$ cat config.mk
export PLATFORM = sky130hd
export DESIGN_NAME = alu_seq
export DESIGN_NICKNAME = d
export VERILOG_FILES = /design/src/rtl/alu_pkg.sv /design/src/rtl/alu_core.sv /design/src/rtl/alu_seq.sv
export SDC_FILE = /design/constraint.sdc
export NUM_CORES = 1
export LEC_CHECK = 0
export ABC_AREA = 0
export BUFFER_PORTS_ARGS = -buffer_cell sky130_fd_sc_hd__buf_4
export CORE_MARGIN = 2
export CORE_UTILIZATION = 50
export DETAILED_ROUTE_END_ITERATION = 10
export HOLD_SLACK_MARGIN = 0.15
export PLACE_DENSITY_LB_ADDON = 0.15
export SLEW_MARGIN = 30
export SYNTH_ARGS = -nofsm -noshare
export SYNTH_HDL_FRONTEND = slang
export SYNTH_SLANG_ARGS = --single-unit
$ cat constraint.sdc
create_clock -name clk -period 15.2 [get_ports clk]
set_clock_uncertainty 0.1 [all_clocks]
set_input_delay 1.52 -clock clk [delete_from_list [all_inputs] [get_ports clk]]
set_output_delay 1.52 -clock clk [all_outputs]
set_load 0.01 [all_outputs]
$ cat src/rtl/alu_pkg.sv
// Shared definitions for the sequential ALU: command codes, FSM states
// and the registered flag bundle.
package alu_pkg;

    localparam logic [3:0] CMD_ADD  = 4'd0;
    localparam logic [3:0] CMD_SUB  = 4'd1;
    localparam logic [3:0] CMD_XOR  = 4'd2;
    localparam logic [3:0] CMD_SLT  = 4'd3;
    localparam logic [3:0] CMD_AND  = 4'd4;
    localparam logic [3:0] CMD_NAND = 4'd5;
    localparam logic [3:0] CMD_NOR  = 4'd6;
    localparam logic [3:0] CMD_OR   = 4'd7;
    localparam logic [3:0] CMD_SLL  = 4'd8;
    localparam logic [3:0] CMD_SRL  = 4'd9;
    localparam logic [3:0] CMD_SRA  = 4'd10;
    localparam logic [3:0] CMD_MUL  = 4'd11;

    typedef enum logic [1:0] {
        ST_IDLE = 2'd0,
        ST_MUL  = 2'd1,
        ST_DONE = 2'd2
    } state_t;

    typedef struct packed {
        logic carryout;
        logic zero;
        logic overflow;
    } flags_t;

endpackage

$ cat src/rtl/alu_core.sv
// Combinational datapath for every single-cycle command.
// Ports: i_cmd, i_a, i_b in; o_result, o_flags {carryout,zero,overflow} out.
module alu_core
    import alu_pkg::*;
#(
    parameter int WIDTH = 32
) (
    input  logic [3:0]       i_cmd,
    input  logic [WIDTH-1:0] i_a,
    input  logic [WIDTH-1:0] i_b,
    output logic [WIDTH-1:0] o_result,
    output flags_t           o_flags
);

    localparam int SW = $clog2(WIDTH);

    logic             w_sub;
    logic [WIDTH-1:0] w_b_eff;
    logic [WIDTH-1:0] w_sum;
    logic             w_cout;
    logic             w_ovf;
    logic [SW-1:0]    w_shamt;
    logic [WIDTH-1:0] w_res;
    logic             w_c;
    logic             w_o;

    // SLT reuses the subtractor: sign(A-B) ^ overflow(A-B)
    assign w_sub   = (i_cmd == CMD_SUB) || (i_cmd == CMD_SLT);
    assign w_b_eff = w_sub ? ~i_b : i_b;
    assign {w_cout, w_sum} = {1'b0, i_a} + {1'b0, w_b_eff}
                           + {{WIDTH{1'b0}}, w_sub};
    assign w_ovf   = (i_a[WIDTH-1] == w_b_eff[WIDTH-1])
                  && (w_sum[WIDTH-1] != i_a[WIDTH-1]);
    assign w_shamt = i_b[SW-1:0];

    always_comb begin
        w_res = '0;
        w_c   = 1'b0;
        w_o   = 1'b0;
        case (i_cmd)
            CMD_ADD, CMD_SUB: begin
                w_res = w_sum;
                w_c   = w_cout;
                w_o   = w_ovf;
            end
            CMD_XOR:  w_res = i_a ^ i_b;
            CMD_SLT:  w_res = {{(WIDTH-1){1'b0}}, w_sum[WIDTH-1] ^ w_ovf};
            CMD_AND:  w_res = i_a & i_b;
            CMD_NAND: w_res = ~(i_a & i_b);
            CMD_NOR:  w_res = ~(i_a | i_b);
            CMD_OR:   w_res = i_a | i_b;
            CMD_SLL:  w_res = i_a << w_shamt;
            CMD_SRL:  w_res = i_a >> w_shamt;
            CMD_SRA:  w_res = $signed(i_a) >>> w_shamt;
            // MUL is handled by the top; unsupported codes give zero
            default:  w_res = '0;
        endcase
    end

    assign o_result = w_res;
    assign o_flags  = {w_c, ~|w_res, w_o};

endmodule

$ cat src/rtl/alu_seq.sv
// Handshaked, registered ALU with shifts and optional iterative multiplier.
// Ports: clk, rst_n (sync, active-low); in_valid/in_ready, command,
//   operandA, operandB upstream; out_valid/out_ready, result, carryout,
//   zero, overflow downstream. Macro ALU_SEQ_MUL_EN builds the multiplier.
module alu_seq
    import alu_pkg::*;
#(
    parameter int WIDTH = 32
) (
    input  logic             clk,
    input  logic             rst_n,
    input  logic             in_valid,
    output logic             in_ready,
    input  logic [3:0]       command,
    input  logic [WIDTH-1:0] operandA,
    input  logic [WIDTH-1:0] operandB,
    output logic             out_valid,
    input  logic             out_ready,
    output logic [WIDTH-1:0] result,
    output logic             carryout,
    output logic             zero,
    output logic             overflow
);

    state_t           r_state;
    logic             r_valid;
    logic [WIDTH-1:0] r_result;
    flags_t           r_flags;
    logic [WIDTH-1:0] w_core_res;
    flags_t           w_core_flags;
    logic             w_accept;

    alu_core #(.WIDTH(WIDTH)) u_core (
        .i_cmd    (command),
        .i_a      (operandA),
        .i_b      (operandB),
        .o_result (w_core_res),
        .o_flags  (w_core_flags)
    );

    assign in_ready = rst_n && ((r_state == ST_IDLE)
                   || (r_state == ST_DONE && out_ready));
    assign w_accept = in_valid && in_ready;

`ifdef ALU_SEQ_MUL_EN
    localparam int CW = $clog2(WIDTH) + 1;

    logic [2*WIDTH-1:0] r_mcand;
    logic [2*WIDTH-1:0] r_prod;
    logic [2*WIDTH-1:0] w_prod_nxt;
    logic [WIDTH-1:0]   r_mplier;
    logic [CW-1:0]      r_cnt;

    assign w_prod_nxt = r_mplier[0] ? r_prod + r_mcand : r_prod;
`endif

    always_ff @(posedge clk) begin
        if (!rst_n) begin
            r_state  <= ST_IDLE;
            r_valid  <= 1'b0;
            r_result <= '0;
            r_flags  <= '0;
`ifdef ALU_SEQ_MUL_EN
            r_mcand  <= '0;
            r_prod   <= '0;
            r_mplier <= '0;
            r_cnt    <= '0;
`endif
        end else begin
            case (r_state)
                ST_IDLE, ST_DONE: begin
                    if (w_accept) begin
                        r_state  <= ST_DONE;
                        r_valid  <= 1'b1;
                        r_result <= w_core_res;
                        r_flags  <= w_core_flags;
`ifdef ALU_SEQ_MUL_EN
                        // later assignments override the single-cycle load
                        if (command == CMD_MUL) begin
                            r_state  <= ST_MUL;
                            r_valid  <= 1'b0;
                            r_mcand  <= {{WIDTH{1'b0}}, operandA};
                            r_mplier <= operandB;
                            r_prod   <= '0;
                            r_cnt    <= '0;
                        end
`endif
                    end else if (r_state == ST_DONE && out_ready) begin
                        r_state <= ST_IDLE;
                        r_valid <= 1'b0;
                    end
                end
`ifdef ALU_SEQ_MUL_EN
                ST_MUL: begin
                    r_prod   <= w_prod_nxt;
                    r_mcand  <= r_mcand << 1;
                    r_mplier <= r_mplier >> 1;
                    r_cnt    <= r_cnt + CW'(1);
                    if (r_cnt == CW'(WIDTH - 1)) begin
                        r_state  <= ST_DONE;
                        r_valid  <= 1'b1;
                        r_result <= w_prod_nxt[WIDTH-1:0];
                        r_flags  <= {|w_prod_nxt[2*WIDTH-1:WIDTH],
                                     ~|w_prod_nxt[WIDTH-1:0], 1'b0};
                    end
                end
`endif
                default: r_state <= ST_IDLE;
            endcase
        end
    end

    assign out_valid = r_valid;
    assign result    = r_result;
    assign carryout  = r_flags.carryout;
    assign zero      = r_flags.zero;
    assign overflow  = r_flags.overflow;

endmodule

# Word-level counts from Yosys, hierarchy flattened
# Cells that the tools add are included.
# word_totals
in_bits	72
mem_bits_ro	0
out_inout_bits	37
ramBits	0
regBits	37
latchBits	0
memories	0
# op_classes
eq_ne	12
magnitude_cmp	0
n_mul	0
bitwise_logic	7
shift	3
n_div	0
reduce_logical	16
n_mux	8
add_sub_neg	2
# op_table
operator	count
$pmux 32 s10	1
$not 32->32	3
$add 32x32->33	1
$add 33x1->33	1
$and 32x32->32	1
$mux 32	1
$or 32x32->32	1
$reduce_or 32->1	1
$shl 32x5->32	1
$shr 32x5->32	1
$sshr 32x5->32	1
$xor 32x32->32	1
$eq 4x3->1 const B	4
$eq 4x4->1 const B	3
$eq 4x2->1 const B	2
$reduce_and 2->1	3
$eq 4x1->1 const B	1
$logic_and 1x1->1	4
$logic_not 4->1	1
$mux 1	4
$mux 2	2
$reduce_or 2->1	2
$logic_not 2->1	1
$logic_or 1x1->1	2
other kinds (5)	5

# Logic depth before layout (Yosys ltp)
# logic_depth
ltp_word	11
mapped_depth	20

# Cells and area by module
# From an unflattened synthesis, not the netlist that was laid out.
# unflattened
cells_unflattened	1416
hier_area_um2	10776.6
# modules_own_cells
module	cells_each	area_each_um2	instances
alu_core	1258	9287.7	1
alu_seq	158	1488.9	1

# Worst setup path after synthesis
# OpenSTA, ideal clock, no wires.
# synth_path
kind	input to register
from	input port command[0]
to	register r_flags (netlist bit zero)
required_time_ps	15031
setup_ps	69
arrival_time_ps	6663
path_buffers	5
setup_slack_ps	8368
cell_stages	20
path_cell_list	clkbuf_1 -> inv_1 -> clkbuf_1 -> buf_1 -> nor3_1 -> clkbuf_1 -> xnor2_1 -> ha_1 -> clkbuf_1 -> nand4_2 -> or4_1 -> a31o_2 -> a21bo_2 -> o21ba_2 -> a31oi_1 -> a21o_1 -> a21oi_1 -> mux2i_1 -> or4_1 -> o21ai_1
# synth_between
elab_chain_cells	11
word_cells_on_any_way	23
classes_between	add/sub (2); eq/ne (12); mux (2); bitwise (1); reduce/logical (6)
# synth_lines
item	line	text
start: declaration	alu_seq.sv:14	input logic [3:0] command,
$eq 4x1->1 / $eq 4x2->1 (equally long branches)	alu_core.sv:28, alu_core.sv:40	
$logic_or 1x1->1	alu_core.sv:28	assign w_sub = (i_cmd == CMD_SUB) || (i_cmd == CMD_SLT);
$mux 32	alu_core.sv:29	assign w_b_eff = w_sub ? ~i_b : i_b;
$add 32x32->33	alu_core.sv:30	assign {w_cout, w_sum} = {1'b0, i_a} + {1'b0, w_b_eff}
$add 33x1->33	alu_core.sv:31	+ {{WIDTH{1'b0}}, w_sub};
$ne 1x1->1	alu_core.sv:33	&& (w_sum[WIDTH-1] != i_a[WIDTH-1]);
$logic_and 1x1->1	alu_core.sv:33	
$xor 1x1->1	alu_core.sv:47	CMD_SLT: w_res = {{(WIDTH-1){1'b0}}, w_sum[WIDTH-1] ^ w_ovf};
$pmux 32 s10 *	alu_core.sv:40	case (i_cmd)
$reduce_or 32->1 *	alu_core.sv:61	assign o_flags = {w_c, ~|w_res, w_o};
$logic_not 1->1 *	alu_core.sv:61	
end signal: assignment	alu_seq.sv:76	r_flags <= w_core_flags;
end: declaration	alu_seq.sv:28	flags_t r_flags;
# Mark *: on every way between the ends. The rest lies on a longest branch, timed or not.
# A chain may end at the register's enable or synchronous reset.

# Final worst setup path
# layout_path
from	input port operandB[1]
to	register r_flags (netlist bit zero)
# layout_between
elab_chain_cells	10
word_cells_on_any_way	18
classes_between	add/sub (2); eq/ne (1); shift (3); mux (2); bitwise (7); reduce/logical (3)
# layout_lines
item	line	text
start: declaration	alu_seq.sv:16	input logic [WIDTH-1:0] operandB,
$not 32->32	alu_core.sv:29	
$mux 32	alu_core.sv:29	
$add 32x32->33	alu_core.sv:30	
$add 33x1->33	alu_core.sv:31	
$ne 1x1->1	alu_core.sv:33	
$logic_and 1x1->1	alu_core.sv:33	
$xor 1x1->1	alu_core.sv:47	
$pmux 32 s10 *	alu_core.sv:40	
$reduce_or 32->1 *	alu_core.sv:61	
$logic_not 1->1 *	alu_core.sv:61	
# Marks and branches as above.

==> metrics.txt <==
status=finished clean; final period utilization=44.6%; Final Non-Filler Cells=1,698; clock power share=15.9%; fin nets=1,598; total CTS buffers=5; CTS resizes=0; post-route setup slack=8.42 ns; Vias=12,000; Remaining DRCs=0; io pins=109; Distinct cells, synth=85; pre-CTS setup slack=8.18 ns; multiplexer area fraction after synthesis=19.5%; met3 Track Usage GR=8.74%; worst rel slew slack=27.4%; register area share after synthesis=6.91%; Synth async-reset ratio=0%; Setup Buffers After CTS=0; die area=22,000 µm²; global route overflow=0; Peak Freq=0.148 GHz; minimum clock period=6.78 ns; first-pass GRT wire length=70,000 µm; growth of design area from synthesis to finish=9.27%; maxcap violations=0; worst path required time=15.32 ns; share of cells above drive strength 1=15.7%; number of synthesized register bits=36; Routed WL per cell=27.7 µm; Core ar.=20,400 µm²; Core Rows=52; Routed Antenna Nets=0; crit-path most repeated cell=buf_4; Seq pwr share=17.0%; grt peak-use layer=met2; Final Hold Violating Endpoints=0; Max rail drop VDD=53.3 µV; RSZ-0062 raised after global routing=false; GRT Util Overall=41.7%; switching part of the total=49.0%; Crit Path Max Fanout=62; Sw Pwr=0.000308 W; vias in the first global route=11,200; post-synthesis cell count=1,412; Avg Cell Area, Syn=7.39 µm²; compound-cell area share of the yosys netlist=27.1%; Port Buf Inserts=108; Clock Tree Root=clkbuf_16; grt met2 use=63.9%; Synth Warn #=0; combinational family with the most area after synthesis=compound AO/OA/AOI/OAI gates; HP Class=reg2reg; ant diodes=0; TritonCTS clock tree=built; Overall Power=0.000629 W; Worst-path clk slew=0.06 ns; Worst-Skew Late Latency=0.27 ns; critical path type=in2reg; Internal=0.000321 W; slowest CP cell=buf_4; Vias/cell=7.05; Detailed Route WL=47,000 µm; antenna violations before repair=0; Iteration-0 DRC Markers=1,524; fin. max-slew vios=0; combinational share of power=67.2%; placed cell count=1,689; mapped cell area=10,400 µm²; largest net degree at the start of global routing=65; slowest cell delay on critical path=0.67 ns; Die X=148 µm; PD cells=55.2 nW/µm²; CP arrival=6.89 ns; clock buffer depth=2; # clock sinks=36; htree depth=2; cells along the critical path=buf_4, buf_4, clkinv_1, buf_4, xnor2_1, fa_1, a211oi_1, o21bai_1, a21boi_0, a21oi_1, xnor2_1, o2111ai_1, or4_1, nor4_1, and4_1, nand2_1, o21ai_1; P_leak=4.83 nW; slew of the pin with the lowest slew margin=1.08 ns; Syn Nets=1,583; Setup crit start kind=primary input; hpwl dp=36,000 µm; cts hold-fix bufs=0; Die H=148 µm; hold_ws=0.354 ns; GR Layer Usage met1=55.1%; Initial Util=51.2%; TNS Setup=0 ns; Synth Area in Adders=11.9%; Synth Area in Simple Gates=20.4%; gpl congestion=1.11; Finish-stage setup viols=0; Post-synth EDFFs=0; most common flop cell mapped by yosys=dfxtp_1; xor-xnor portion of the synthesized cell area=6.72%; CP endpoint kind=flip-flop; DR pass1 iterations=8
[critical path, delay by kind of cell]
kind                       cells  cell delay, ns
buffers and inverters          4            1.82
AOI/OAI and AO/OA              6            1.43
adders and majority gates      1            0.44
and+or+nand+nor                4            1.22
xor gates and xnor gates       2            0.41
[cell usage in the layout (no fill, tap or decap), drive strengths merged, types with 18 or more instances in the layout]
master | netlist | final
buf | 42 | 127
a211oi | 28 | 28
o22ai | 21 | 21
nor2 | 103 | 103
nor3 | 29 | 29
a221oi | 18 | 18
nand3 | 67 | 67
ha | 98 | 98
mux2i | 86 | 86
a21oi | 73 | 73
o211ai | 24 | 24
mux2 | 22 | 22
inv | 76 | 76
mux4 | 41 | 41
o21ai | 98 | 98
nand2 | 141 | 141
xnor2 | 72 | 72
dfxtp | 36 | 36
[final timing paths]
check,start,to,slack (ns),cells past startpoint
max,operandB[1],zero,8.42,17
min reg2reg,result[15],result[15],0.35,2
max reg2reg,out_valid,zero,11.38,11
min,result[15],result[15],0.35,2
[power groups by stage]
stage | registers (W) | clock network [W] | logic, W
final | 0.000107 | 0.0000997 | 0.000423
after global routing | 0.000108 | 0.000108 | 0.000448
after CTS | 0.000107 | 0.000102 | 0.000408
after detailed placement | 0.000109 | 0 | 0.000405
after global placement | 0.000108 | 0 | 0.000403
after floorplan | 0.000112 | 0 | 0.000267
[logic make-up (layout without fill, tap and decap cells)]
logic type               Yosys count  in the layout
AND/OR/NAND/NOR                  443            443
adder cells (fa/ha/maj)           99             99
buffers and inverters            196            212
XOR/XNOR                          80             80
flip-flops                        36             36
multiplexers                     149            149
AO/OA/AOI/OAI                    409            409
[metal layers]
metal / vias up / routed length [µm]
met5: - / 0
met4: 0 / 3220
met3: 181 / 5000
met2: 806 / 20400
met1: 5669 / 18400
li1: 5314 / -
[through the flow]
| stage | area, µm² | utilization, % |
|---|---|---|
| finish | 11400 | 56.0 |
| global route | 11400 | 56.0 |
| CTS | 11400 | 55.9 |
| detailed placement | 11200 | 55.2 |
| global placement | 11200 | 55.2 |
| floorplan | 10400 | - |
[final cells by class]
cell class                      instances  area, µm²
Fill cell                            1991       8970
Sequential cell                        36        721
Clock inverter                          3       18.8
Multi-Input combinational cell       1180       8950
Clock buffer                            5        125
Timing Repair Buffer                  127        951
Tap cell                              270        338
Inverter                               77        289
[registers in the layout (all words and copies together) (netlist names)]
register and cells:
out_valid 1, zero 1, overflow 1, carryout 1
result 32
[synth_stat cells (all sizes together) (22+ instances only)]
library cell  instances  area share [%]
nand3                67             3.2
a211oi               28             2.0
xnor2                72             6.0
mux2                 22             2.4
clkbuf               77             2.8
nand2               141             5.1
nor3                 29             1.4
mux2i                86             8.3
dfxtp                36             6.9
o211ai               24             1.7
a21oi                73             3.5
ha                   98              12
o21ai                98             4.7
mux4                 41             8.9
nor2                103             3.7
buf                  42             2.0
inv                  76             2.7
No activity file was read; power rests on OpenSTA's default activity.
